--- config.mk ---
export PLATFORM = sky130hd
export DESIGN_NAME = core_run_ctrl
export DESIGN_NICKNAME = d
export VERILOG_FILES = /design/src/rtl/core_ctrl_pkg.sv /design/src/rtl/perf_counter.sv /design/src/rtl/core_run_ctrl.sv
export SDC_FILE = /design/constraint.sdc
export NUM_CORES = 1
export LEC_CHECK = 0
export ABC_AREA = 0
export CORE_MARGIN = 5
export CORE_UTILIZATION = 47
export DETAILED_ROUTE_END_ITERATION = 8
export PLACE_DENSITY = 0.81
export SYNTH_ARGS = -nofsm -noshare
export SYNTH_HDL_FRONTEND = slang
export SYNTH_HIERARCHICAL = 1
export SYNTH_SLANG_ARGS = --single-unit
--- constraint.sdc ---
create_clock -name clk -period 3.5 [get_ports clk]
set_input_delay 0.525 -clock clk [delete_from_list [all_inputs] [get_ports clk]]
set_output_delay 0.525 -clock clk [all_outputs]
set_load 0.02 [all_outputs]
--- src/rtl/core_ctrl_pkg.sv ---
// Shared types and constants for the core run/halt/step controller.
package core_ctrl_pkg;

   // Host command opcodes as carried on cmd_op.
   typedef enum logic [2:0] {
      OP_NOP     = 3'd0,
      OP_RUN     = 3'd1,
      OP_HALT    = 3'd2,
      OP_STEP    = 3'd3,
      OP_SET_BP  = 3'd4,
      OP_CLR_BP  = 3'd5,
      OP_CLR_CNT = 3'd6,
      OP_INVALID = 3'd7
   } cmd_op_e;

   // Sequencer states.
   typedef enum logic [1:0] {
      ST_HALTED = 2'd0,
      ST_RUN    = 2'd1,
      ST_STEP   = 2'd2
   } ctrl_state_e;

   // Reason for the most recent entry into HALTED.
   typedef enum logic [1:0] {
      CAUSE_NONE   = 2'd0,
      CAUSE_RSVD   = 2'd1,
      CAUSE_BP     = 2'd2,
      CAUSE_EBREAK = 2'd3
   } halt_cause_e;

   // RV32I EBREAK encoding.
   localparam logic [31:0] EBREAK_INST = 32'h0010_0073;

endpackage

--- src/rtl/perf_counter.sv ---
// Wrapping event counter with synchronous clear; clear wins over increment.
module perf_counter #(
   parameter int CNT_W = 32
) (
   input  logic             clk,
   input  logic             rst_n,
   input  logic             inc_i,
   input  logic             clr_i,
   output logic [CNT_W-1:0] cnt_o
);

   logic [CNT_W-1:0] cnt_q;
   logic [CNT_W-1:0] cnt_d;

   // Next count: clear has priority, otherwise add the increment and wrap naturally.
   always_comb begin
      cnt_d = cnt_q;
      if (clr_i) begin
         cnt_d = '0;
      end else if (inc_i) begin
         cnt_d = cnt_q + {{(CNT_W-1){1'b0}}, 1'b1};
      end
   end

   // Count register.
   always_ff @(posedge clk or negedge rst_n) begin
      if (!rst_n) begin
         cnt_q <= '0;
      end else begin
         cnt_q <= cnt_d;
      end
   end

   assign cnt_o = cnt_q;

endmodule

--- src/rtl/core_run_ctrl.sv ---
// Run/halt/single-step sequencer for the single-cycle RV32I core. Gates core
// progress through core_en, stops on host HALT, PC breakpoint or EBREAK, and
// keeps cycle and retired-instruction counters.
module core_run_ctrl
   import core_ctrl_pkg::*;
#(
   parameter int XLEN  = 32,
   parameter int CNT_W = 32
) (
   input  logic             clk,
   input  logic             rst_n,
   input  logic             cmd_valid,
   output logic             cmd_ready,
   input  logic [2:0]       cmd_op,
   input  logic [XLEN-1:0]  cmd_data,
   input  logic [XLEN-1:0]  pc_number,
   input  logic [31:0]      inst,
   output logic             core_en,
   output logic             running,
   output logic             halted_pulse,
   output logic [1:0]       halt_cause,
   output logic [CNT_W-1:0] cycle_cnt,
   output logic [CNT_W-1:0] instret_cnt
);

   ctrl_state_e      state_q, state_d;
   halt_cause_e      cause_q, cause_d;
   logic             skip_bp_q, skip_bp_d;
   logic             bp_en_q, bp_en_d;
   logic [XLEN-1:0]  bp_addr_q, bp_addr_d;
   logic             halted_pulse_q;

   cmd_op_e          op;
   logic             cmd_acc;
   logic             ebreak_hit;
   logic             bp_hit;
   logic             host_halt;
   logic             clr_cnt;
   logic             enter_halt;

   assign op         = cmd_op_e'(cmd_op);
   // Ready is held low while reset is asserted even though the reset state is HALTED.
   assign cmd_ready  = rst_n && (state_q != ST_STEP);
   assign cmd_acc    = cmd_valid && cmd_ready;
   assign ebreak_hit = (inst == EBREAK_INST);
   assign bp_hit     = bp_en_q && (pc_number == bp_addr_q) && !skip_bp_q;
   assign host_halt  = cmd_acc && (op == OP_HALT);
   assign clr_cnt    = cmd_acc && (op == OP_CLR_CNT);

   // Next-state, core enable and configuration updates.
   always_comb begin
      // NOTE: every output of this block gets a default first so no path can infer a latch.
      state_d    = state_q;
      cause_d    = cause_q;
      skip_bp_d  = skip_bp_q;
      bp_en_d    = bp_en_q;
      bp_addr_d  = bp_addr_q;
      core_en    = 1'b0;
      enter_halt = 1'b0;

      if (cmd_acc && op == OP_SET_BP) begin
         bp_en_d   = 1'b1;
         bp_addr_d = cmd_data;
      end else if (cmd_acc && op == OP_CLR_BP) begin
         bp_en_d   = 1'b0;
      end

      case (state_q)
         ST_HALTED: begin
            if (cmd_acc && (op == OP_RUN || op == OP_STEP)) begin
               state_d   = (op == OP_RUN) ? ST_RUN : ST_STEP;
               skip_bp_d = 1'b1;
               cause_d   = CAUSE_NONE;
            end
         end
         ST_STEP: begin
            // The host asked for this instruction explicitly: no EBREAK/breakpoint check.
            core_en    = 1'b1;
            state_d    = ST_HALTED;
            cause_d    = CAUSE_NONE;
            enter_halt = 1'b1;
         end
         ST_RUN: begin
            if (ebreak_hit || bp_hit || host_halt) begin
               // The stopping instruction is not executed; the PC stays on it.
               state_d    = ST_HALTED;
               enter_halt = 1'b1;
               if (ebreak_hit) begin
                  cause_d = CAUSE_EBREAK;
               end else if (bp_hit) begin
                  cause_d = CAUSE_BP;
               end else begin
                  cause_d = CAUSE_NONE;
               end
            end else begin
               core_en = 1'b1;
            end
         end
         default: begin
            state_d = ST_HALTED;
            cause_d = CAUSE_NONE;
         end
      endcase

      // The resumed-from breakpoint is only skipped until one instruction has executed.
      if (core_en) begin
         skip_bp_d = 1'b0;
      end
   end

   // Controller state registers.
   always_ff @(posedge clk or negedge rst_n) begin
      if (!rst_n) begin
         state_q        <= ST_HALTED;
         cause_q        <= CAUSE_NONE;
         skip_bp_q      <= 1'b0;
         bp_en_q        <= 1'b0;
         bp_addr_q      <= '0;
         halted_pulse_q <= 1'b0;
      end else begin
         // NOTE: sequential state uses non-blocking assignments so all registers update together.
         state_q        <= state_d;
         cause_q        <= cause_d;
         skip_bp_q      <= skip_bp_d;
         bp_en_q        <= bp_en_d;
         bp_addr_q      <= bp_addr_d;
         halted_pulse_q <= enter_halt;
      end
   end

   assign running      = (state_q == ST_RUN);
   assign halted_pulse = halted_pulse_q;
   assign halt_cause   = cause_q;

   perf_counter #(.CNT_W(CNT_W)) u_cycle_cnt (
      .clk   (clk),
      .rst_n (rst_n),
      .inc_i (1'b1),
      .clr_i (clr_cnt),
      .cnt_o (cycle_cnt)
   );

   perf_counter #(.CNT_W(CNT_W)) u_instret_cnt (
      .clk   (clk),
      .rst_n (rst_n),
      .inc_i (core_en),
      .clr_i (clr_cnt),
      .cnt_o (instret_cnt)
   );

endmodule

==> reports/metrics.csv, run 1 <==
stage;metric;value;unit
status;run_status;complete, no violations;
place;gp_congestion;0.826;
sta;tightest_slew;686;ps
routing;vias_per_cell;5.68;
floorplan;start_util;47.7;%
logic_synthesis;netlist_area;5420;um^2
setup_path;arrival;2800;ps
setup_path;cp_slowest_cell;or4_4;
setup_path;r2r_slack;330;ps
clock_network;root_buffer;clkbuf_16;
sta;max_slew_margin;54.3;%
setup_path;path_max_fanout;4;
logic_synthesis;synth_top_family_by_area;simple AND/OR/NAND/NOR gates;
sta;min_period;3330;ps
logic_synthesis;ys_types;47;
logic_synthesis;synth_nets;629;
layout;drive_above_1_share;10.8;%
pwr;pwr-share-clk;28.4;%
routing;antenna_left;0;
place;io_buffers;171;
job;maxCapViolCount;0;
global_route;grt_usage;20.4;%
pwr;switching_power;1.04;mW
sta;slew_violations;0;
place;placed_cells;823;
floorplan;io_pins;172;
pwr;power_frac_seq;45.5;%
routing;via_count;4767;
layout;postLayoutCoreUtil;67.1;%
clock_network;cts_tree;built;
logic_synthesis;synth_compound_area_share;11.7;%
logic_synthesis;synthArstFlopShare;100;%
setup_path;path_cells;clkdlybuf4s50_1 -> nor4_1 -> nand2_1 -> or4_4 -> and3_4 -> a21o_2 -> and2_1 -> dlygate4sd2_1;
logic_synthesis;ys_seq_elements;103;
sta;min_period_over_period;95.0;%
global_route;grt_start_max_net_pins;56;
logic_synthesis;synth_ff_type;dfrtp_1;
sta;fmax;301;MHz
pwr;netSwitchingFraction;28.9;%
logic_synthesis;ys_seq_area_share;47.6;%
pwr;leakage;2.95;nW
logic_synthesis;synth-simple-area-share;20.3;%
setup_path;max_stage_delay;590;ps
layout;nets;798;
pwr;internal_power;2.56;mW
clock_network;htreeDepth;3;
setup_path;end_kind;primary output;
global_route;antenna_found_initial;0;
global_route;first_global_vias;4910;
setup_path;required;2970;ps
place;post-dp-hpwl;10500;um
setup_path;crit_buf_inv;2;
clock_network;clkTransAtPathRegs;60;ps
layout;syn_to_final_growth;40.8;%
setup_path;cp_top_family;simple AND/OR/NAND/NOR gates;
setup_path;critPathKind;input port to primary output;
routing;finalWirelength;14100;um
sta;finalClockSkew;7.39;ps
clock_network;numCtsBuffers;9;
floorplan;core-area;11400;um^2
min_path;worstHoldPathType;input port to asynchronous set/reset pin;
logic_synthesis;synth_mux_area_share;7.02;%
floorplan;die_area;13800;um^2
logic_synthesis;syn_avg_cell_area;10.4;um^2
logic_synthesis;syn_inst;522;
logic_synthesis;synth-edff-count;0;
sta;rsz0062_at_grt;no;
sta;hold_viol;0;
setup_path;worstSetupStartpointType;input port;
clock_network;postCtsSetupBuffers;0;
routing;first_pass_iters;4;
clock_network;cts_resized;1;
routing;post-route-drc-count;0;
layout;fin_cells;839;
pwr;p_comb_share;26.2;%
logic_synthesis;synth_fa_ha_area_share;1.15;%
clock_network;clk_latency;330;ps
floorplan;rows;39;
routing;wire_per_inst;16.8;um
sta;final-setup-viol-count;0;
floorplan;die_h;117;um
pwr;p_per_area;472;nW/um^2
global_route;grt_overflow;0;
pwr;vdd_drop_max;0.000320;V
floorplan;die_x;117;um
layout;diodes;0;
logic_synthesis;ys_warn_count;6;
logic_synthesis;synthXorXnorAreaFrac;8.73;%
global_route;grt_pass1_wl;23600;um
routing;drtIter0Drc;370;
clock_network;cts_sinks;103;
clock_network;cts_buffer_depth;2;
clock_network;postCtsHoldBufs;0;
through the flow:
step | hold slack [ps] | setup TNS [ps] | setup WS [ps] | area, um^2 | total power [mW]
global route | 388 | 0 | 39.5 | 7630 | 3.80
floorplan | 229 | 0 | 229 | 5420 | 2.18
global placement | 473 | -21.8 | -21.8 | 7320 | 2.55
CTS | 361 | 0 | 164 | 7630 | 3.64
detailed placement | 514 | -73.1 | -58.3 | 7320 | 2.60
finish | 340 | 0 | 173 | 7630 | 3.61
power groups by stage:
| stage | combinational [mW] | clock (mW) | sequential (mW) |
|---|---|---|---|
| floorplan | 0.506 | 0 | 1.67 |
| global placement | 0.914 | 0 | 1.64 |
| detailed placement | 0.951 | 0 | 1.65 |
| CTS | 0.953 | 1.05 | 1.64 |
| global route | 1.04 | 1.10 | 1.67 |
| finish | 0.943 | 1.02 | 1.64 |
placed cells by master (no fill, tap or decap), drive strengths merged, types with 2 or more instances in the layout:
master         netlist  final
a21o                 3      3
a21oi               44     44
and2                 2      2
and3b                2      2
and4                 8      8
buf                 13     15
clkbuf              14     13
clkdlybuf4s50        0    169
clkinv               0      2
dfrtp              103    103
ha                   5      5
inv                 15     15
mux2                32     32
mux2i                2      2
nand2               32     32
nand2b               3      3
nand3               14     14
nand3b               2      2
nand4               22     22
nor2                28     28
nor3                 6      6
nor4                13     13
nor4b                3      3
o2111ai              2      2
o211a                2      2
o211ai               3      3
o21ai               18     18
o31ai               24     24
o32ai                2      2
or3                 18     18
or4                 27     27
xnor2               45     45
xor2                 9      9
registers in the layout (all words and copies together) (netlist names):
| signal | cells |
|---|---|
| state_q | 2 |
| u_instret_cnt/cnt_o | 32 |
| bp_addr_q | 32 |
| u_cycle_cnt/cnt_o | 32 |
| bp_en_q | 1 |
| halt_cause | 2 |
| halted_pulse | 1 |
| skip_bp_q | 1 |
worst reg2reg max path: cells and delay by family, from the launching register on:
kind | cells | cell delay, ps
simple gates | 6 | 1600
buf+inv | 3 | 430
compound gates | 3 | 420
flops | 1 | 380
fa+ha+maj | 1 | 250
area by class of cell:
type	instances	area (um^2)
clock buffer	13	270
clock inverter	3	40.0
fill	856	3740
inverter	15	56.3
multi-input combinational	377	2670
sequential	103	2580
tap	143	179
timing repair buffer	185	1840
kinds of logic after synthesis:
| group | after synthesis |
|---|---|
| and+or+nand+nor | 184 |
| DFF | 103 |
| AOI/OAI and AO/OA | 99 |
| xor gates and xnor gates | 54 |
| buffers and inverters | 42 |
| muxes | 34 |
| adders and majority gates | 5 |
| other | 1 |
layer usage:
metal / GRT usage [%] / wire length [um]
met1: 25.3 / 5790
met2: 35.0 / 7260
met5: 0 / 0
met3: 4.96 / 810
met4: 6.31 / 212
synth_stat cells (3+ instances only):
master | number | area share, %
buf_4 | 4 | 0.55
xor2_1 | 9 | 1.5
o211ai_1 | 3 | 0.42
nor2_1 | 28 | 1.9
buf_2 | 7 | 0.65
nand2b_1 | 3 | 0.35
nand2_1 | 32 | 2.2
nand4_1 | 20 | 2.3
or3_1 | 18 | 2.1
inv_1 | 15 | 1.0
and4_1 | 8 | 1.3
xnor2_1 | 45 | 7.3
o21ai_0 | 18 | 1.7
o31ai_1 | 24 | 3.3
a21oi_1 | 44 | 4.1
nor4_1 | 12 | 1.4
nand3_1 | 14 | 1.3
ha_1 | 5 | 1.2
nor3_1 | 6 | 0.55
clkbuf_1 | 12 | 0.83
or4_1 | 26 | 3.6
mux2_2 | 32 | 6.6
dfrtp_1 | 103 | 48
path summary, 6_finish.rpt:
path                                from                      end  cells past startpoint
setup / recovery                inst[19]                  core_en                      8
hold / removal                     rst_n            bp_addr_q[12]                      2
setup reg to reg              state_q[0]  u_instret_cnt/cnt_o[25]                     13
hold reg to reg            halt_cause[1]            halt_cause[1]                      1
max in group asynchronous          rst_n             bp_addr_q[7]                      3
min in group clk           halt_cause[1]            halt_cause[1]                      1
(Power assumes the default switching activity.)
==> inputs of run 2 (changes only) <==
--- a/config.mk
+++ b/config.mk
@@ -10,6 +10,7 @@
 export CORE_UTILIZATION = 47
 export DETAILED_ROUTE_END_ITERATION = 8
 export PLACE_DENSITY = 0.81
+export SKIP_LAST_GASP = 1
 export SYNTH_ARGS = -nofsm -noshare
 export SYNTH_HDL_FRONTEND = slang
 export SYNTH_HIERARCHICAL = 1
==> results of run 2 <==
The final DEF is identical to that of run 1; final timing and power are the same.
